## src/rtl/bus_arb2m.sv

```systemverilog
// Two-master, two-slave shared bus: round-robin arbitration with direct handover,
// bounded-hold preemption, address-window decode and a registered read-return select.
module bus_arb2m #(
    parameter int unsigned          ADDR_W   = 16,
    parameter int unsigned          DATA_W   = 64,
    parameter logic [ADDR_W-1:0]    S0_BASE  = 16'h0000,
    parameter logic [ADDR_W-1:0]    S0_SIZE  = 16'h0800,
    parameter logic [ADDR_W-1:0]    S1_BASE  = 16'h7000,
    parameter logic [ADDR_W-1:0]    S1_SIZE  = 16'h0200,
    parameter int unsigned          MAX_HOLD = 8
) (
    input  logic              clk,
    input  logic              reset_n,

    input  logic              m0_req,
    input  logic              m0_wr,
    input  logic [ADDR_W-1:0] m0_addr,
    input  logic [DATA_W-1:0] m0_dout,
    input  logic              m1_req,
    input  logic              m1_wr,
    input  logic [ADDR_W-1:0] m1_addr,
    input  logic [DATA_W-1:0] m1_dout,

    output logic              m0_grant,
    output logic              m1_grant,
    output logic [DATA_W-1:0] m_din,

    output logic              s_wr,
    output logic [ADDR_W-1:0] s_addr,
    output logic [DATA_W-1:0] s_din,
    output logic              s0_sel,
    output logic              s1_sel,
    input  logic [DATA_W-1:0] s0_dout,
    input  logic [DATA_W-1:0] s1_dout,
    output logic              dec_err
);

    localparam int unsigned HoldW = (MAX_HOLD > 1) ? $clog2(MAX_HOLD) : 1;
    localparam logic [HoldW-1:0] HoldMax = (MAX_HOLD > 0) ? HoldW'(MAX_HOLD - 1) : '0;

    // Window bounds carry one extra bit so a window ending at 2^ADDR_W does not wrap.
    localparam logic [ADDR_W:0] S0Lo = {1'b0, S0_BASE};
    localparam logic [ADDR_W:0] S0Hi = {1'b0, S0_BASE} + {1'b0, S0_SIZE};
    localparam logic [ADDR_W:0] S1Lo = {1'b0, S1_BASE};
    localparam logic [ADDR_W:0] S1Hi = {1'b0, S1_BASE} + {1'b0, S1_SIZE};

    typedef enum logic [1:0] {
        StIdle = 2'd0,
        StG0   = 2'd1,
        StG1   = 2'd2
    } state_e;

    state_e             state_q, state_d;
    logic               last_q;          // 0: M0 was granted last, 1: M1
    logic [HoldW-1:0]   hold_q;
    logic               hold_expired;
    logic [1:0]         rd_sel_q;
    logic [ADDR_W:0]    addr_ext;
    logic               granted;
    logic               hit0;
    logic               hit1;

    assign hold_expired = (MAX_HOLD != 0) && (hold_q == HoldMax);

    always_comb begin
        state_d = state_q;
        unique case (state_q)
            StIdle: begin
                if (m0_req && (!m1_req || last_q)) begin
                    state_d = StG0;
                end else if (m1_req) begin
                    state_d = StG1;
                end
            end
            StG0: begin
                if (!m0_req) begin
                    state_d = m1_req ? StG1 : StIdle;
                end else if (m1_req && hold_expired) begin
                    state_d = StG1;
                end
            end
            StG1: begin
                if (!m1_req) begin
                    state_d = m0_req ? StG0 : StIdle;
                end else if (m0_req && hold_expired) begin
                    state_d = StG0;
                end
            end
            default: state_d = StIdle;
        endcase
    end

    always_ff @(posedge clk or negedge reset_n) begin
        if (!reset_n) begin
            state_q  <= StIdle;
            last_q   <= 1'b1;
            hold_q   <= '0;
            m0_grant <= 1'b0;
            m1_grant <= 1'b0;
        end else begin
            state_q  <= state_d;
            m0_grant <= (state_d == StG0);
            m1_grant <= (state_d == StG1);
            if ((state_d != state_q) && (state_d != StIdle)) begin
                hold_q <= '0;
                last_q <= (state_d == StG1);
            end else if ((state_q != StIdle) && (MAX_HOLD != 0) && (hold_q != HoldMax)) begin
                hold_q <= hold_q + 1'b1;
            end
        end
    end

    always_comb begin
        s_wr   = 1'b0;
        s_addr = '0;
        s_din  = '0;
        unique case (state_q)
            StG0: begin
                s_wr   = m0_wr;
                s_addr = m0_addr;
                s_din  = m0_dout;
            end
            StG1: begin
                s_wr   = m1_wr;
                s_addr = m1_addr;
                s_din  = m1_dout;
            end
            default: ;
        endcase
    end

    assign granted  = (state_q == StG0) || (state_q == StG1);
    assign addr_ext = {1'b0, s_addr};
    assign hit0     = (addr_ext >= S0Lo) && (addr_ext < S0Hi);
    assign hit1     = (addr_ext >= S1Lo) && (addr_ext < S1Hi);

    // S0 wins when the two windows overlap.
    assign s0_sel  = granted && hit0;
    assign s1_sel  = granted && hit1 && !hit0;
    assign dec_err = granted && !hit0 && !hit1;

    always_ff @(posedge clk or negedge reset_n) begin
        if (!reset_n) begin
            rd_sel_q <= 2'b00;
        end else begin
            rd_sel_q <= {s0_sel, s1_sel};
        end
    end

    always_comb begin
        m_din = '0;
        unique case (rd_sel_q)
            2'b10:   m_din = s0_dout;
            2'b01:   m_din = s1_dout;
            default: m_din = '0;
        endcase
    end

endmodule
```

## config.mk

```make
export PLATFORM = sky130hd
export DESIGN_NAME = bus_arb2m
export DESIGN_NICKNAME = d
export VERILOG_FILES = /design/src/rtl/bus_arb2m.sv
export SDC_FILE = /design/constraint.sdc
export NUM_CORES = 1
export LEC_CHECK = 0
export CELL_PAD_IN_SITES_DETAIL_PLACEMENT = 1
export CELL_PAD_IN_SITES_GLOBAL_PLACEMENT = 2
export CORE_MARGIN = 5
export CORE_UTILIZATION = 10
export CTS_CLUSTER_SIZE = 30
export DETAILED_ROUTE_END_ITERATION = 12
export GPL_TIMING_DRIVEN = 0
export PLACE_DENSITY_LB_ADDON = 0.1
export SLEW_MARGIN = 20
export SYNTH_ARGS = -nofsm -noshare
export SYNTH_HDL_FRONTEND = slang
export SYNTH_SLANG_ARGS = --single-unit
```

## constraint.sdc

```tcl
create_clock -name clk -period 2.45 [get_ports clk]
set_clock_uncertainty 0.1 [all_clocks]
set_input_delay 0.245 -clock clk [delete_from_list [all_inputs] [get_ports clk]]
set_output_delay 0.245 -clock clk [all_outputs]
set_load 0.02 [all_outputs]
```

# Word-level counts from Yosys, hierarchy flattened
# Cells that the tools add are included.
[word_totals]
reg_bits = 10
inputBits = 294
out_inout_bits = 150
wordCells = 56
[op_classes]
add_sub_neg = 1
order_cmp = 4
eq_ne = 9
muxes = 15
n_reduce_logical = 21
[ops]
columns = ["operator", "n"]
rows = [
  ["one-hot mux 64 bit (2 select lines)", 2],
  ["one-hot mux 16 bit (2 select lines)", 1],
  ["greater-or-equal comparator 16 x 1 -> 1 bit, second input constant", 1],
  ["greater-or-equal comparator 16 x 15 -> 1 bit, second input constant", 1],
  ["< comparator 16 x 12 -> 1 bit, second input constant", 1],
  ["< comparator 16 x 15 -> 1 bit, second input constant", 1],
  ["two-way mux 2 bit", 7],
  ["logical AND 1 bit", 12],
  ["equality test 2 x 1 -> 1 bit, second input constant", 3],
  ["equality test 2 bit, second input constant", 3],
  ["two-way mux 3 bit", 2],
  ["one-hot mux 2 bit (3 select lines)", 1],
  ["nonzero test 2 bit", 3],
  ["adder 3 x 1 -> 3 bit, second input constant", 1],
  ["equality test 3 bit, second input constant", 1],
  ["logical NOT 1 bit", 3],
  ["inequality test 3 bit, second input constant", 1],
  ["logical NOT 2 bit", 1],
  ["logical OR 1 bit", 2],
  ["inequality test 2 bit", 1],
  ["one-hot mux 1 bit (2 select lines)", 1],
  ["two-way mux 1 bit", 1],
]

# Logic depth before layout (Yosys ltp)
# Gate-level depths: netlist (run 1).
[depth]
depth_word = 8
ltp_mapped = 9

# Least setup slack after synthesis (run 1)
# Ideal clock, no wire load.
[synth_path]
path_type = "reg2out"
startpoint = "register state_q[0]"
endpoint = "output port s1_sel"
t_arrival_ns = 1.960
path_slack_ns = 0.145
stages_incl_launch_ff = 8
path_cell_list = "dfrtp_1 inv_1 ha_1 clkbuf_1 a22oi_1 nor2b_1 nand2_1 nor2_1"
[synth_between]
elab_chain_cells = 6
word_cells_on_any_way = 13
cone_classes = "order compare (4); eq/ne (2); mux (1); reduce/logical (6)"
[synth_rtl]
columns = ["item", "line_no", "text"]
rows = [
  ["start: declaration", "53", "state_e state_q, state_d;"],
  ["start signal: assignment", "95", "state_q <= StIdle;"],
  ["start signal: assignment", "101", "state_q <= state_d;"],
  ["equality test 2 bit / equality test 2 x 1 -> 1 bit (equally long branches)", "117", "unique case (state_q)"],
  ["one-hot mux 16 bit (2 select lines) (*)", "117", ""],
  ["named net s_addr[14]", "29", "output logic [ADDR_W-1:0] s_addr,"],
  ["greater-or-equal comparator 16 x 15 -> 1 bit, or another cell as far along", "135", "assign hit1 = (addr_ext >= S1Lo) && (addr_ext < S1Hi);"],
  ["logical AND 1 bit (on tied branches)", "135, 134", ""],
  ["logical AND 1 bit / logical NOT 1 bit (equally long branches)", "139", "assign s1_sel = granted && hit1 && !hit0;"],
  ["logical AND 1 bit (*)", "139", ""],
  ["end: declaration", "32", "output logic s1_sel,"],
]
# Mark *: on every way through the listed nets, which the timed path passes. The rest lies on a longest branch.

# Worst setup path in the final report (run 1)
[layout_path]
startpoint = "register state_q[1]"
endpoint = "output port s_din[41]"
[layout_between]
elab_chain_cells = 2
word_cells_on_any_way = 3
cone_classes = "eq/ne (2); mux (1)"
[layout_rtl]
columns = ["item", "line_no", "text"]
rows = [
  ["equality test 2 bit / equality test 2 x 1 -> 1 bit (equally long branches)", "117", ""],
  ["one-hot mux 64 bit (2 select lines) (*)", "117", ""],
  ["end: declaration", "30", "output logic [DATA_W-1:0] s_din,"],
]
# Every way passes the cells marked *; elsewhere a longest branch is shown, timed or not.

==> results of run 1 <==
## logic make-up after synthesis
family                     synth area share (%)
DFF                                        9.15
muxes                                      1.09
adders and majority gates                  3.64
xor gates and xnor gates                  0.319
and+or+nand+nor                            32.6
buffers and inverters                      7.88
AOI/OAI and AO/OA                          45.4
## final cells by class
| class | instances | area, um2 |
|---|---|---|
| tap | 341 | 427 |
| fill | 3216 | 19200 |
| clock buffer | 4 | 78.8 |
| inverter | 7 | 26.3 |
| timing repair buffer | 447 | 4360 |
| multi-input combinational | 351 | 2380 |
| buffer | 46 | 339 |
| sequential | 10 | 254 |
## registers in the layout (all words and copies together), names as in the netlist
| register | flops |
|---|---|
| hold_q | 3 |
| last_q | 1 |
| m0_grant | 1 |
| m1_grant | 1 |
| rd_sel_q | 2 |
| state_q | 2 |
## power by group
part           switching (uW)  leakage (uW)  internal (uW)
combinational            2800       0.00341           2300
sequential               50.7      0.000127            238
clock                    67.1     0.0000382            217
total                    2920       0.00358           2750
## layer usage
| metal | track usage, % | vias to the layer above | wire length, um |
|---|---|---|---|
| met3 | 5.79 | 14 | 2690 |
| met4 | 1.82 | 2 | 265 |
| met2 | 31.5 | 272 | 14200 |
| li1 | - | 2442 | - |
| met5 | 0 | - | 11 |
| met1 | 14.5 | 2352 | 8540 |
## worst paths after layout
| check | start | end | slack (ns) | depth (start not counted) |
|---|---|---|---|---|
| max | state_q[1]$_DFF_PN0_ | s_din[41] | 0.09 | 8 |
| max reg2reg | hold_q[0]$_DFFE_PN0P_ | hold_q[1]$_DFFE_PN0P_ | 0.28 | 7 |
| max in group asynchronous | reset_n | last_q$_DFFE_PN1P_ | 1.68 | 1 |
| min in group clk | last_q$_DFFE_PN1P_ | last_q$_DFFE_PN1P_ | 0.45 | 2 |
| min | reset_n | m1_grant$_DFF_PN0_ | 0.23 | 1 |
| min reg2reg | last_q$_DFFE_PN1P_ | last_q$_DFFE_PN1P_ | 0.45 | 2 |
## stage by stage
stage | total power, uW | setup slack (ns) | area [um2] | TNS, ns | hold WS, ns
finish | 5670 | 0.0868 | 7860 | 0 | 0.234
global route | 6150 | -0.0205 | 7860 | -0.207 | 0.285
detailed placement | 5460 | -1.14 | 7610 | -84.47 | 0.443
floorplan | 3020 | 0.145 | 2750 | 0 | -0.151
CTS | 5760 | 0.00130 | 7810 | 0 | 0.262
global placement | 5390 | -1.08 | 7610 | -77.22 | 0.427
## repair_timing
action / CTS / global route
hold buffers: 0 / 0
endpoints found under the setup margin: 150 / 111
setup buffers: 3 / 1
gates cloned: 0 / 0
resized for setup: 205 / 136
pin swaps: 3 / 4
## cell usage after synthesis (2+ instances only)
library cell,instances
a21oi_1,4
a22oi_1,146
and2_1,4
buf_1,10
buf_2,2
clkbuf_1,36
dfrtp_1,9
ha_1,8
inv_1,7
mux2i_1,3
nand2_1,7
nand3_1,3
nor2_1,69
nor2b_1,81
nor3_1,3
o21ai_0,6
## placed cells by master (no fill, tap or decap), types with 4 or more instances in the layout
cell type          n
ha_1               5
o21ai_0            4
nor2_1            66
dlygate4sd2_1     34
inv_1              6
clkbuf_2          46
nor2b_1           80
a22oi_1          143
dfrtp_1            7
buf_2              4
clkdlybuf4s50_1  315
clkdlybuf4s15_1   19
buf_4              7
a21oi_1            4
nand2_1            7
dlymetal6s2s_1    38
clkbuf_4          22
==> impl_metrics.py, run 1 <==
metrics = {
    "power_and_ir_drop": {
        "p_leak_uw": 0.00358,
        "power_density_mw_per_mm2": 722,
        "vdd_ir_drop_max_v": 0.000350,
    },
    "route": {
        "routed_via_density": 4.21,
        "postRouteWirelength_um": 25700,
        "dr.pass1.iters": 4,
        "drtAntennaViolNets": 0,
        "routedWlPerCell_um": 21.3,
        "via_count": 5082,
        "drc": 0,
        "drt-initial-drc-count": 136,
    },
    "clock_network": {
        "htree_levels": 1,
        "clockBufferDepth": 2,
        "cts.sinks": 10,
        "clockRootBuffer": "clkbuf_16",
        "path_clk_slew_ns": 0.04,
        "numCtsBuffers": 3,
        "worstSkewPairLatency_ns": 0.23,
        "cts_tree": "yes",
    },
    "synth": {
        "synth_top_area_share_pct": 39.9,
        "yosysTopAreaCell": "a22oi_1",
        "synth_warnings": 0,
        "ys_async_sr_fraction_pct": 100,
        "syn-num-nets": 719,
        "ys_seq_area_share_pct": 9.15,
        "syn_inst": 417,
        "ys.flop_type": "dfrtp_1",
        "synth_area_per_cell_um2": 6.59,
        "ys_types": 35,
        "synthTopCellsByArea": "a22oi_1 (40%), nor2b_1 (18%), nor2_1 (9.4%), dfrtp_1 (8.2%), clkbuf_1 (4.9%)",
        "syn-cell-area_mm2": 0.00275,
        "synth-edff-count": 0,
        "synth_seq_cells": 10,
    },
    "floorplan": {
        "die_y_um": 176,
        "core.rowCount": 60,
        "coreArea_mm2": 0.0270,
        "fp.dieArea_mm2": 0.0309,
        "start_util_pct": 10.2,
        "io_pins": 444,
        "die_w_um": 176,
    },
    "place": {
        "gp_congestion": 0.863,
        "post-dp-hpwl_um": 22800,
        "io_buffers": 443,
        "post-place-cells": 1201,
    },
    "critical_path": {
        "critPathLaunchType": "register",
        "worst-setup-path-type": "register to output pin",
        "cpPeakStageDelay_ns": 0.43,
        "path_max_fanout": 10,
        "cp.arrival_ns": 2.02,
        "endpoint_kind": "output pin",
        "worst-endpoint-required_ns": 2.11,
        "cp_top_family": "buffers and inverters",
        "cp_cell_sequence": "inv_1 -> ha_1 -> buf_6 -> buf_12 -> clkbuf_4 -> a22oi_1 -> nor2b_1 -> clkdlybuf4s15_1",
        "crit_buf_inv": 5,
        "crit_slowest_cell": "dfrtp_2",
    },
    "global_route": {
        "grt_pass1_vias": 5676,
        "antenna_found_initial": 1,
        "gr-usage-all-layers_pct": 15.3,
        "grt_pass1_wl_um": 36500,
        "grt_max_degree": 11,
        "gr-total-overflow": 0,
    },
    "timing": {
        "period_minus_slack_ns": 2.36,
        "period_share_pct": 96.5,
        "slew_headroom_pct": 69.3,
        "hold_viol": 0,
        "worst_pin_slew_ns": 0.457,
        "drv_slew": 0,
        "setup_viol": 0,
        "clock.fmax_ghz": 0.423,
    },
    "cells_and_area": {
        "nNetsFinal": 1168,
        "areaGrowthSynthToFinish_pct": 186,
        "fin_cells": 1206,
        "antenna_cells": 0,
        "drive_gt1_share_pct": 13.4,
        "fin_util_pct": 29.1,
    },
    "outcome": {
        "status": "completed",
    },
    "worst_hold_path": {
        "holdCritPathClass": "primary input to async pin",
    },
    "flow_run": {
        "cap_viol_max_count": 0,
    },
}
No activity file was read; power rests on OpenSTA's default activity.
==> inputs of run 2 (changes only) <==
--- a/config.mk
+++ b/config.mk
@@ -12,6 +12,7 @@
 export CTS_CLUSTER_SIZE = 30
 export DETAILED_ROUTE_END_ITERATION = 12
 export GPL_TIMING_DRIVEN = 0
+export MAX_ROUTING_LAYER = met4
 export PLACE_DENSITY_LB_ADDON = 0.1
 export SLEW_MARGIN = 20
 export SYNTH_ARGS = -nofsm -noshare
==> constraint.sdc (replaced) <==
create_clock -name clk -period 1.95 [get_ports clk]
set_clock_uncertainty 0.1 [all_clocks]
set_input_delay 0.195 -clock clk [delete_from_list [all_inputs] [get_ports clk]]
set_output_delay 0.195 -clock clk [all_outputs]
set_load 0.02 [all_outputs]
==> run 2 against run 1 <==
  * The run now ends with setup timing left
  * Core utilization rose by 4.4 points
  * Non-clock buffer count grew 30
  * Wire length is 5.3% higher
  * Hold slack lost 0.057 ns
  * Critical path type unchanged
==> impl_metrics.py, run 2 (synthesis results as in run 1) <==
metrics = {
    "place": {
        "post-dp-hpwl_um": 22800,
        "post-place-cells": 1201,
        "placed_area_mm2": 0.00781,
        "io_buffers": 443,
        "gp_congestion": 0.840,
    },
    "clock_network": {
        "clockBufferDepth": 2,
        "numCtsBuffers": 3,
        "htree_levels": 1,
        "worstSkewPairLatency_ns": 0.24,
        "clockRootBuffer": "clkbuf_16",
        "cts_tree": "yes",
        "cts_hold_buffers": 0,
        "cts.sinks": 10,
        "path_clk_slew_ns": 0.04,
    },
    "power_and_ir_drop": {
        "p_int_uw": 5320,
        "total_power_uw": 9750,
        "clock_power_share_pct": 4.1,
        "p_leak_uw": 0.00344,
        "switchingPower_uw": 4430,
        "switching_share_pct": 45.4,
        "power_density_mw_per_mm2": 1080,
        "p_seq_share_pct": 3.8,
        "vdd_ir_drop_max_v": 0.000479,
        "combPwrFrac_pct": 92.1,
    },
    "critical_path": {
        "crit_end": "s1_sel",
        "cpPeakStageDelay_ns": 0.46,
        "cp.arrival_ns": 1.94,
        "rr_startpoint": "state_q[1]$_DFF_PN0_",
        "cp_cell_sequence": "inv_4 -> ha_4 -> clkbuf_8 -> a22oi_2 -> buf_4 -> nor2b_4 -> nand2_4 -> nor2_4 -> buf_6",
        "critPathLaunchType": "register",
        "crit_buf_inv": 4,
        "cp_top_family": "buffers and inverters",
        "crit_slowest_cell": "dfrtp_2",
        "endpoint_kind": "output pin",
        "worst-endpoint-required_ns": 1.65,
        "r2r_end": "last_q$_DFFE_PN1P_",
        "r2r_setup_slack_ns": -0.20,
        "crit_start": "state_q[0]$_DFF_PN0_",
        "cp.depth": 9,
        "path_max_fanout": 5,
        "worst-setup-path-type": "register to output pin",
        "reg2reg_depth": 9,
    },
    "cells_and_area": {
        "fin_cells": 1238,
        "final_common_cell": "clkdlybuf4s50_1",
        "largest_register_ffs": 3,
        "reg_top3": "hold_q (3), rd_sel_q (2), state_q (2)",
        "areaGrowthSynthToFinish_pct": 229,
        "final_cell_mix": "clkdlybuf4s50_1 (295), buf_4 (86), a22oi_2 (84)",
        "nNetsFinal": 1198,
        "final_area_mm2": 0.00903,
        "largest_register": "hold_q",
        "drive_gt1_share_pct": 47.2,
    },
    "floorplan": {
        "die_y_um": 176,
        "core.rowCount": 60,
        "start_util_pct": 10.2,
        "fp.dieArea_mm2": 0.0309,
        "io_pins": 444,
        "coreArea_mm2": 0.0270,
        "die_w_um": 176,
    },
    "route": {
        "via_count": 5296,
        "drtAntennaViolNets": 0,
        "drc": 0,
        "drt-initial-drc-count": 106,
        "routed_via_density": 4.28,
        "routedWlPerCell_um": 21.9,
        "postRouteWirelength_um": 27100,
        "dr.pass1.iters": 4,
    },
    "global_route": {
        "grt_pass1_vias": 6011,
        "antenna_found_initial": 2,
        "grt_pass1_wl_um": 38300,
        "gr-total-overflow": 0,
        "gr-usage-all-layers_pct": 16.5,
        "grt_max_degree": 11,
    },
    "timing": {
        "fin_setup_tns_ns": -9.24,
        "period_minus_slack_ns": 2.23,
        "worst_pin_slew_ns": 0.486,
        "fin_hold_ws_ns": 0.178,
        "setup_ws_ns": -0.280,
        "hold_viol": 0,
        "setup_viol": 89,
        "slew_headroom_pct": 67.5,
        "rsz0062_at_grt": "yes",
        "period_share_pct": 114,
        "clock.fmax_ghz": 0.448,
        "drv_slew": 0,
    },
    "outcome": {
        "violations": "setup timing",
        "status": "finished with violations",
    },
    "flow_run": {
        "cap_viol_max_count": 0,
    },
    "worst_hold_path": {
        "holdCritPathClass": "primary input to async pin",
    },
}
==> run 2: cell types whose count changed in the layout (fill, tap and decap cells not counted), sizes merged <==
cell,before,now
buf,17,198
clkbuf,72,30
clkdlybuf4s15,21,2
clkdlybuf4s50,315,295
diode,0,2
dlygate4sd2,34,2
dlymetal6s2s,38,0
==> run 2: stage by stage <==
step | setup slack (ns) | utilization, %
floorplan | -0.0275 | -
global placement | -1.13 | 28.9
detailed placement | -1.20 | 28.9
CTS | -0.307 | 31.4
global route | -0.382 | 33.4
finish | -0.280 | 33.4
==> run 2: cell type report <==
type                       count  area, um2
sequential                    10        254
clock buffer                   4       88.8
fill                        3148      18000
antenna                        2       5.00
timing repair buffer         481       4480
buffer                        42        593
multi-input combinational    351       3160
inverter                       7       28.8
tap                          341        427
==> run 2: how the worst min path moves through the flow <==
stage / from / endpoint / slack (ns) / depth (start not counted)
final: reset_n / m1_grant$_DFF_PN0_ / 0.18 / 1
after global routing: reset_n / m1_grant$_DFF_PN0_ / 0.22 / 1
after CTS: reset_n / m1_grant$_DFF_PN0_ / 0.20 / 1
after detailed placement: reset_n / m1_grant$_DFF_PN0_ / 0.45 / 1
after global placement: last_q$_DFFE_PN1P_ / last_q$_DFFE_PN1P_ / 0.43 / 2
after floorplan: reset_n / hold_q[0]$_DFFE_PN0P_ / -0.20 / 0
==> run 2: worst reg2reg max path, cell delays in order (launching register included) <==
cell	delay [ns]
dfrtp_2	0.43
inv_2	0.12
ha_4	0.22
buf_6	0.13
nand3b_1	0.12
a311oi_4	0.42
buf_4	0.19
nor4_4	0.04
mux2i_1	0.17
o221ai_1	0.13
==> run 2: power groups by stage <==
stage / clock, uW / combinational (uW) / sequential [uW]
after floorplan: 0 / 3820 / 372
after global placement: 0 / 6810 / 380
after detailed placement: 0 / 6880 / 386
after CTS: 411 / 8290 / 368
after global routing: 424 / 9630 / 383
final: 401 / 8980 / 371
==> run 2: repair_timing <==
action | CTS | global route
setup buffers | 19 | 15
pin swaps | 22 | 18
resized for setup | 884 | 164
setup endpoints to repair | 155 | 140
gates cloned | 3 | 2
==> run 2: layer usage <==
| metal | GRT usage, % | part of all wire [%] |
|---|---|---|
| met4 | 2.53 | 1.5 |
| met5 | - | 0 |
| met1 | 14.9 | 32 |
| met2 | 32.8 | 56 |
| met3 | 6.74 | 11 |
